[src/rtl/disp_arbiter.sv]
// Seven-segment display arbiter: priority ownership of a 4-digit display with a
// forced blank gap between owners and a registered digit scan. Blinking: DISP_BLINK_EN.
module disp_arbiter #(
  parameter int SCAN_DIV  = 50000,
  parameter int HOLD_CYC  = 1000000,
  parameter int BLANK_CYC = 4,
  parameter int BLINK_DIV = 25000000
) (
  input  logic        clk,
  input  logic        rst,
  input  logic [2:0]  req,
  input  logic [27:0] frame0,
  input  logic [27:0] frame1,
  input  logic [27:0] frame2,
  input  logic        blink,
  output logic [2:0]  gnt,
  output logic [6:0]  seg,
  output logic [3:0]  an
);

  localparam int SW = (SCAN_DIV  > 1) ? $clog2(SCAN_DIV)  : 1;
  localparam int HW = (HOLD_CYC  > 1) ? $clog2(HOLD_CYC)  : 1;
  localparam int BW = (BLANK_CYC > 1) ? $clog2(BLANK_CYC) : 1;

  typedef enum logic [1:0] {IDLE, BLANK, OWN} state_t;

  state_t         state;
  logic [27:0]    frame_q;
  logic [BW-1:0]  blank_cnt;
  logic [HW-1:0]  hold_cnt;
  logic [SW-1:0]  scan_cnt;
  logic [1:0]     digit;

  logic [2:0]     winner;
  logic [27:0]    win_frame;
  logic [27:0]    own_frame;
  logic           hold_sat;
  logic           leave;
  logic [6:0]     digit_seg;
  logic           blink_mask;

  always_comb begin
    winner = 3'b000;
    if (req[2])      winner = 3'b100;
    else if (req[1]) winner = 3'b010;
    else if (req[0]) winner = 3'b001;
  end

  always_comb begin
    win_frame = 28'd0;
    case (winner)
      3'b001:  win_frame = frame0;
      3'b010:  win_frame = frame1;
      3'b100:  win_frame = frame2;
      default: win_frame = 28'd0;
    endcase
  end

  always_comb begin
    own_frame = 28'd0;
    case (gnt)
      3'b001:  own_frame = frame0;
      3'b010:  own_frame = frame1;
      3'b100:  own_frame = frame2;
      default: own_frame = 28'd0;
    endcase
  end

  // The alert source preempts immediately; other higher-priority sources wait for hold.
  always_comb begin
    hold_sat = (hold_cnt == HW'(HOLD_CYC - 1));
    leave    = ~|(req & gnt)
             | (req[2] & ~gnt[2])
             | (hold_sat & ((gnt[0] & |req[2:1]) | (gnt[1] & req[2])));
  end

  always_ff @(posedge clk) begin
    if (rst) begin
      state     <= IDLE;
      gnt       <= 3'b000;
      frame_q   <= 28'd0;
      blank_cnt <= '0;
      hold_cnt  <= '0;
    end else begin
      case (state)
        IDLE: begin
          gnt     <= 3'b000;
          frame_q <= 28'd0;
          if (|req) begin
            state     <= BLANK;
            blank_cnt <= BW'(BLANK_CYC - 1);
          end
        end
        BLANK: begin
          gnt     <= 3'b000;
          frame_q <= 28'd0;
          if (req == 3'b000) begin
            state <= IDLE;
          end else if (blank_cnt == '0) begin
            state    <= OWN;
            gnt      <= winner;
            frame_q  <= win_frame;
            hold_cnt <= '0;
          end else begin
            blank_cnt <= blank_cnt - 1'b1;
          end
        end
        OWN: begin
          if (leave) begin
            state     <= BLANK;
            gnt       <= 3'b000;
            frame_q   <= 28'd0;
            blank_cnt <= BW'(BLANK_CYC - 1);
          end else begin
            frame_q <= own_frame;
            if (!hold_sat) hold_cnt <= hold_cnt + 1'b1;
          end
        end
        default: begin
          state   <= IDLE;
          gnt     <= 3'b000;
          frame_q <= 28'd0;
        end
      endcase
    end
  end

`ifdef DISP_BLINK_EN
  localparam int KW = (BLINK_DIV > 1) ? $clog2(BLINK_DIV) : 1;
  logic [KW-1:0] blink_cnt;
  logic          blink_phase;

  always_ff @(posedge clk) begin
    if (rst) begin
      blink_cnt   <= '0;
      blink_phase <= 1'b0;
    end else if (blink_cnt == KW'(BLINK_DIV - 1)) begin
      blink_cnt   <= '0;
      blink_phase <= ~blink_phase;
    end else begin
      blink_cnt <= blink_cnt + 1'b1;
    end
  end

  assign blink_mask = blink & blink_phase;
`else
  // blink is accepted but has no effect in this build.
  assign blink_mask = blink & 1'b0;
`endif

  always_comb begin
    digit_seg = 7'd0;
    case (digit)
      2'd0: digit_seg = frame_q[6:0];
      2'd1: digit_seg = frame_q[13:7];
      2'd2: digit_seg = frame_q[20:14];
      2'd3: digit_seg = frame_q[27:21];
      default: digit_seg = 7'd0;
    endcase
  end

  // Scan free-runs in every state; seg/an are registered from the current digit.
  always_ff @(posedge clk) begin
    if (rst) begin
      scan_cnt <= '0;
      digit    <= 2'd0;
      seg      <= 7'd0;
      an       <= 4'b1111;
    end else begin
      if (scan_cnt == SW'(SCAN_DIV - 1)) begin
        scan_cnt <= '0;
        digit    <= digit + 2'd1;
      end else begin
        scan_cnt <= scan_cnt + 1'b1;
      end
      an  <= ~(4'b0001 << digit);
      seg <= blink_mask ? 7'd0 : digit_seg;
    end
  end

endmodule

[config.mk]
export PLATFORM = sky130hd
export DESIGN_NAME = disp_arbiter
export DESIGN_NICKNAME = d
export VERILOG_FILES = /design/src/rtl/disp_arbiter.sv
export SDC_FILE = /design/constraint.sdc
export NUM_CORES = 1
export LEC_CHECK = 0
export ABC_AREA = 1
export BUFFER_PORTS_ARGS = -buffer_cell sky130_fd_sc_hd__buf_2
export CAP_MARGIN = 20
export CORE_MARGIN = 5
export CORE_UTILIZATION = 38
export CTS_BUF_LIST = sky130_fd_sc_hd__clkbuf_8
export DETAILED_ROUTE_END_ITERATION = 12
export SLEW_MARGIN = 20
export SYNTH_ARGS = -nofsm -noshare
export SYNTH_HDL_FRONTEND = slang
export SYNTH_SLANG_ARGS = --single-unit
[constraint.sdc]
create_clock -name clk -period 3 [get_ports clk]
set_clock_uncertainty 0.15 [all_clocks]
set_input_delay 0.6 -clock clk [delete_from_list [all_inputs] [get_ports clk]]
set_output_delay 0.6 -clock clk [all_outputs]
set_load 0.01 [all_outputs]
==> impl_results.md, run 1 <==
- Async S/R FF share, synth: 0
- Clock buffer depth: 2
- Final worst path period need: 2290 ps
- Vias per cell: 5.04
- Placer Congestion: 0.849
- Layout area overhead: 14.9%
- Largest net degree at the start of global routing: 30
- Die Ht: around 130 um
- Status: finished, final reports clean
- TNS Setup: 0 ps
- Post-Syn Area: between 5000 and 6000 um^2
- Max Fanout on Critical Path: 26
- DIE AREA: between 15000 and 20000 um^2
- Pwr dens: between 400 and 500 nW/um^2
- CP required: about 3100 ps
- Vias after detailed routing: ~5300
- H-tree depth: 3
- Routed Antenna Nets: 0
- Boundary Pins: 104
- Slew @ Worst Pin: roughly 620 ps
- Largest area contributor in the netlist: dfxtp_1
- Residual DRC: 0
- Initial antenna violation count: 0
- CTS Root Cell: clkbuf_8
- Post CTS Setup Buffer Count: 0
- Hold_buf cts: 0
- CP peak stage delay: ~410 ps
- Setup Viol. Count Final: 0
- Drt first pass iters: 5
- # rows: between 40 and 50
- Port Buffers: between 100 and 150
- Crit path DAT: between 2000 and 2500 ps
- Yosys synthesis warning count: 0
- Clk sinks: 84
- Starting Density: 0.390
- TritonCTS Buffers: 9
- Final Cycle Share: 0.764
- Syn Area/Cell: approximately 6.7 um^2
- Slew HR: 0.585
- Slowest-stage cell, CP: dfxtp_1
- HP Class: flip-flop to flip-flop
- CTS tree: yes
- Top post-synthesis cells by area: dfxtp_1 32%, nand2_1 15%, o221ai_1 9.4%, inv_1 7.9%, a21oi_1 5.9%
- Static leakage: between 0.002 and 0.0025 uW
- Post-synth net total: 883
- Multi-input logic area: around 2900 um^2
- Kind of critical path: flip-flop to flip-flop
- Total wire length: approximately 14 mm
- Layout cell share with drive strength beyond 1: 0.187
- CP Launch Type: flip-flop
- Overflow after GRT: 0
- Die Width: 127 um
- Core area: 13300 um^2
- Post-synth EDFFs: 0
- Initial DRC count: 443
- CP Capture Type: flip-flop
- Worst-path clk slew: about 100 ps
- Seq cells post-synth: 84
- RSZ-0062 raised after global routing: no
- Hpwl dp: ~11 mm
- FF-to-FF setup slack: a little over 700 ps
- Fillcell total: between 1000 and 1500
- Slew Limit Fails: 0
- Post-CTS sizing: 0
- N_diodes: 0
- Max-Cap Viols: 0
- Clock latency on the worst-skew pair: 360 ps
- Most used DFF post-synth: dfxtp_1
- Worst-path cell chain: inv_1 -> ha_1 -> inv_1 -> nand2_1 -> nand2_2 -> o21ai_0 -> nand2_1 -> nor2_1
- Post-synth top area share: 0.323
- VDD IR-drop max: between 0.0002 and 0.00025 V
- Library cells used by synthesis: 38
- Sequential element share of the synthesized area: 0.323
- Nets: just under 1000
- Tot Pwr: between 2000 and 3000 uW
- Total track usage: 0.181
- Fin. Hold Viols: 0
- Wire per inst: between 10 and 15 um
- First-pass GRT wire length: between 20 and 25 mm
- Register area: about 1700 um^2
- Vias in the first global route: just over 5000
- Synthesized netlist cell count: 780
- Fmax: 436 MHz
## cell families after synthesis
kind of cell               after synthesis  synth area share
buffers and inverters                  150             0.122
adders and majority gates               13            0.0312
xor gates and xnor gates                 7            0.0118
DFF                                     84             0.323
and+or+nand+nor                        368             0.307
AOI/OAI and AO/OA                      158             0.205
## synthesized netlist by cell type, types with 4 or more instances
library cell  count
o221ai_1         56
inv_1           109
a21oi_1          61
nor2_1           63
nand3_1          53
xnor2_1           4
nor3_1            6
buf_6             7
buf_2            10
nand3_2          13
clkbuf_1         16
nand2_1         212
nand4_1           6
a21oi_2          10
ha_1             13
a31oi_1           7
o21ai_0          18
dfxtp_1          84
## path summary, 6_finish.rpt
path               startpoint           to  depth (start not counted)
setup / recovery     state[0]  hold_cnt[6]                          8
hold / removal    scan_cnt[0]  scan_cnt[0]                          1
setup reg to reg     state[0]  hold_cnt[6]                          8
hold reg to reg   scan_cnt[0]  scan_cnt[0]                          1
## per-layer routing
| layer | part of all wire | global-route usage |
|---|---|---|
| met2 | 0.43 | 0.279 |
| met5 | 0 | 0 |
| met3 | 0.047 | 0.0225 |
| met1 | 0.50 | 0.254 |
| met4 | 0.023 | 0.0763 |
## stage by stage
stage	hold WS, ps	worst slack (ps)	std cells	util	cell area, um^2
2_1_floorplan	268	1230	780	-	5210
3_3_place_gp	281	384	1031	0.435	5810
3_5_place_dp	301	358	1031	0.435	5810
4_1_cts	318	717	1047	0.449	5990
5_1_grt	343	473	1047	0.449	5990
6_report	311	707	1047	0.449	5990
## placed cells by master, fill, tap and decap left out, types with 3 or more instances in the layout
cell type	Yosys	routed
nand3_2	13	13
nand2_2	3	3
buf_2	10	102
a31oi_1	7	7
nor2_1	63	63
ha_1	13	13
nor3b_1	3	3
a21oi_2	10	10
xor2_1	3	3
inv_6	0	4
inv_1	109	109
nand3_1	53	53
nand4_1	6	6
dfxtp_1	84	84
nand2_1	212	212
clkbuf_8	0	9
a21oi_1	61	61
o221ai_1	56	56
xnor2_1	4	4
o21ai_0	18	18
nor3_1	6	6
buf_4	2	11
## where the power goes
group	switching, uW	internal (uW)	leakage, uW	total (uW)
Combinational	483	245	0.00172	729
Clock	446	311	0.0000870	757
Sequential	42.4	1170	0.000679	1210
## final cells by class
class,count,share of cell area
Multi-Input combinational cell,546,0.483
Inverter,112,0.0702
Clock inverter,7,0.00920
Timing Repair Buffer,113,0.0991
Tap cell,176,0.0368
Sequential cell,84,0.281
Clock buffer,9,0.0207
## flip-flops by register name, indices dropped and copies added (netlist names), 3 cells and up
name and flops:
scan_cnt 16, hold_cnt 20, gnt 3, frame_q 28, seg 7, an 4
## critical path, delay by kind of cell (launching register included)
family	cells	cell delay [ps]
and+or+nand+nor	4	690
buffers and inverters	2	460
DFF	1	410
adders and majority gates	1	290
AOI/OAI and AO/OA	1	180
No activity file was read; power rests on OpenSTA's default activity.
==> run 2, diff against run 1 <==
==> constraint.sdc (replaced) <==
create_clock -name clk -period 2.2 [get_ports clk]
set_clock_uncertainty 0.15 [all_clocks]
set_input_delay 0.44 -clock clk [delete_from_list [all_inputs] [get_ports clk]]
set_output_delay 0.44 -clock clk [all_outputs]
set_load 0.01 [all_outputs]
==> run 2 against run 1 <==
  * Worst hold slack worse by 83 ps
  * Core utilization rose by 0.86 points
  * Die area unchanged
  * Cell area grew 1.9%
  * Final cell count is 0.96% higher
  * Combinational power rose by 43%
  * Critical path depth grew 2
  * Flip-flop and latch count unchanged
==> impl_results.md, run 2 (same netlist as run 1, synthesis figures left out) <==
- DIE AREA: 16200 um^2 (unchanged)
- RSZ-0062 raised after global routing: no
- Total track usage: 0.177 (-0.00325)
- Max Fanout on Critical Path: 11 (-58%)
- Clock latency on the worst-skew pair: 370 ps (about the same)
- Starting Density: 0.390 (unchanged)
- Placer Congestion: 0.843 (-0.79%)
- Overflow after GRT: 0 (unchanged)
- # rows: 42 (unchanged)
- Most frequent cells in the layout: 212 x nand2_1, 109 x inv_1, 102 x buf_2
- Wire per inst: 13.6 um (-1.2%)
- Final worst path period need: 1910 ps (-387 ps)
- Initial DRC count: 394 (-11%)
- DP Worst Slack: 250 ps (-108 ps)
- Post-route setup slack: 294 ps (-413 ps)
- Buf/Inv on CP: 3 (+1)
- Total wire length: 14.3 mm (-0.27%)
- CP Launch Type: flip-flop
- Fin. Hold Viols: 0 (unchanged)
- Worst-path cell chain: inv_1 -> ha_1 -> inv_1 -> o21ai_2 -> nand3_2 -> nand2_2 -> buf_4 -> nand2_1 -> nand2_1 -> nor2_1
- Core area: 13300 um^2 (unchanged)
- Layout cell share with drive strength beyond 1: 0.196 (+0.00923)
- Kind of critical path: flip-flop to flip-flop
- Post CTS Setup Buffer Count: 0 (unchanged)
- First-pass GRT wire length: 23.8 mm (-1.8%)
- Minimum hold slack: 228 ps (-83.4 ps)
- Drt first pass iters: 5 (unchanged)
- Clock buffer depth: 2 (unchanged)
- CP Capture Type: flip-flop
- Port Buffers: 102 (unchanged)
- TNS Setup: 0 ps (unchanged)
- Crit path DAT: 2020 ps (-380 ps)
- CTS tree: yes
- Hold_buf cts: 0 (unchanged)
- Pwr dens: 618 nW/um^2 (+37%)
- TritonCTS Buffers: 9 (unchanged)
- H-tree depth: 3 (unchanged)
- Vias per cell: 5.04 (-0.12%)
- Fmax: 525 MHz (+20%)
- Die Ht: 127 um (unchanged)
- Vias after detailed routing: 5324 (+0.83%)
- Static leakage: 0.00255 uW (+2.6%)
- CTS Root Cell: clkbuf_8
- Vias in the first global route: 4907 (-3.1%)
- Initial antenna violation count: 0 (unchanged)
- VDD IR-drop max: 0.000257 V (+6.7%)
- Largest register by flop count: frame_q
- Final Cycle Share: 0.867 (+0.102)
- Slew HR: 0.642 (+0.0567)
- Top flop regs: frame_q x28, hold_cnt x20, scan_cnt x16
- Setup Viol. Count Final: 0 (unchanged)
- Layout area overhead: 17.1%
- Max reg flops: 28 (unchanged)
- Clk sinks: 84 (unchanged)
- Family with the most delay on the worst path: simple AND/OR/NAND/NOR gates
- N_diodes: 0 (unchanged)
- FF-to-FF setup slack: 290 ps (-410 ps)
- Boundary Pins: 104 (unchanged)
- HP Class: primary input to flip-flop
- Max-Cap Viols: 0 (unchanged)
- Nets: 979 (+1.0%)
- Hpwl dp: 10.8 mm (+1.9%)
- Routed Antenna Nets: 0 (unchanged)
- Status: finished, final reports clean
- Largest net degree at the start of global routing: 29 (-3.3%)
- Slew Limit Fails: 0 (unchanged)
- CP peak stage delay: 360 ps (-50 ps)
- Commonest non-fill, non-tap cell in the layout: nand2_1
- CP required: 2310 ps (-800 ps)
- Slowest-stage cell, CP: dfxtp_1
- Residual DRC: 0 (unchanged)
- Die Width: 127 um (unchanged)
- Slew @ Worst Pin: 534 ps (-87.7 ps)
- Post-CTS sizing: 0 (unchanged)
- Worst-path clk slew: 90 ps (about the same)
- Final Util: 0.457 (+0.00862)
[run 2: changes by cell type in the layout (fill, tap and decap cells not counted)]
cell,change
buf_4,+8
inv_6,-3
buf_12,+2
clkinv_4,+2
inv_8,+2
clkbuf_8,+1
clkinv_2,-1
clkinvlp_4,-1
[run 2: power breakdown]
group / internal (uW) / switching [uW] / total (uW) / leakage (uW)
clock: 464 / 616 / 1080 / 0.0000969
sequential: 1600 / 56.9 / 1650 / 0.000679
combinational: 379 / 661 / 1040 / 0.00177
[run 2: metrics by stage]
step,power (uW),instances,instance area (um^2)
finish,3770,1057,6100
global placement,2730,1041,5910
detailed placement,2730,1041,5910
CTS,3820,1057,6100
floorplan,2400,780,5210
global route,4030,1057,6100
[run 2: path summary, 6_finish.rpt]
| check | cells after the start | end | startpoint |
|---|---|---|---|
| worst max-delay path | 10 | hold_cnt[17] | state[0] |
| worst min-delay path | 3 | gnt[0] | req[0] |
| worst max register to register | 10 | hold_cnt[17] | state[0] |
| worst min register to register | 1 | scan_cnt[0] | scan_cnt[0] |
[run 2: cell type report]
cell class,count,area [um^2]
fill,1440,7250
multi-input combinational,546,2890
sequential,84,1680
timing repair buffer,123,693
inverter,112,420
tap,176,220
clock buffer,10,138
clock inverter,6,56.3
[run 2: tightest hold or removal path, delay by kind of cell]
family / cells / cell delay, ps
AND/OR/NAND/NOR: 1 / 80
AO/OA/AOI/OAI: 1 / 60
buffers and inverters: 1 / 120
[run 2: metal layers]
layer  vias to the layer above  share of wire  GRT usage
met1                      2357           0.49      0.250
met4                         0          0.019     0.0555
li1                       2780              -          -
met2                       165           0.44      0.271
met3                        22          0.056     0.0388
met5                         -              0          0
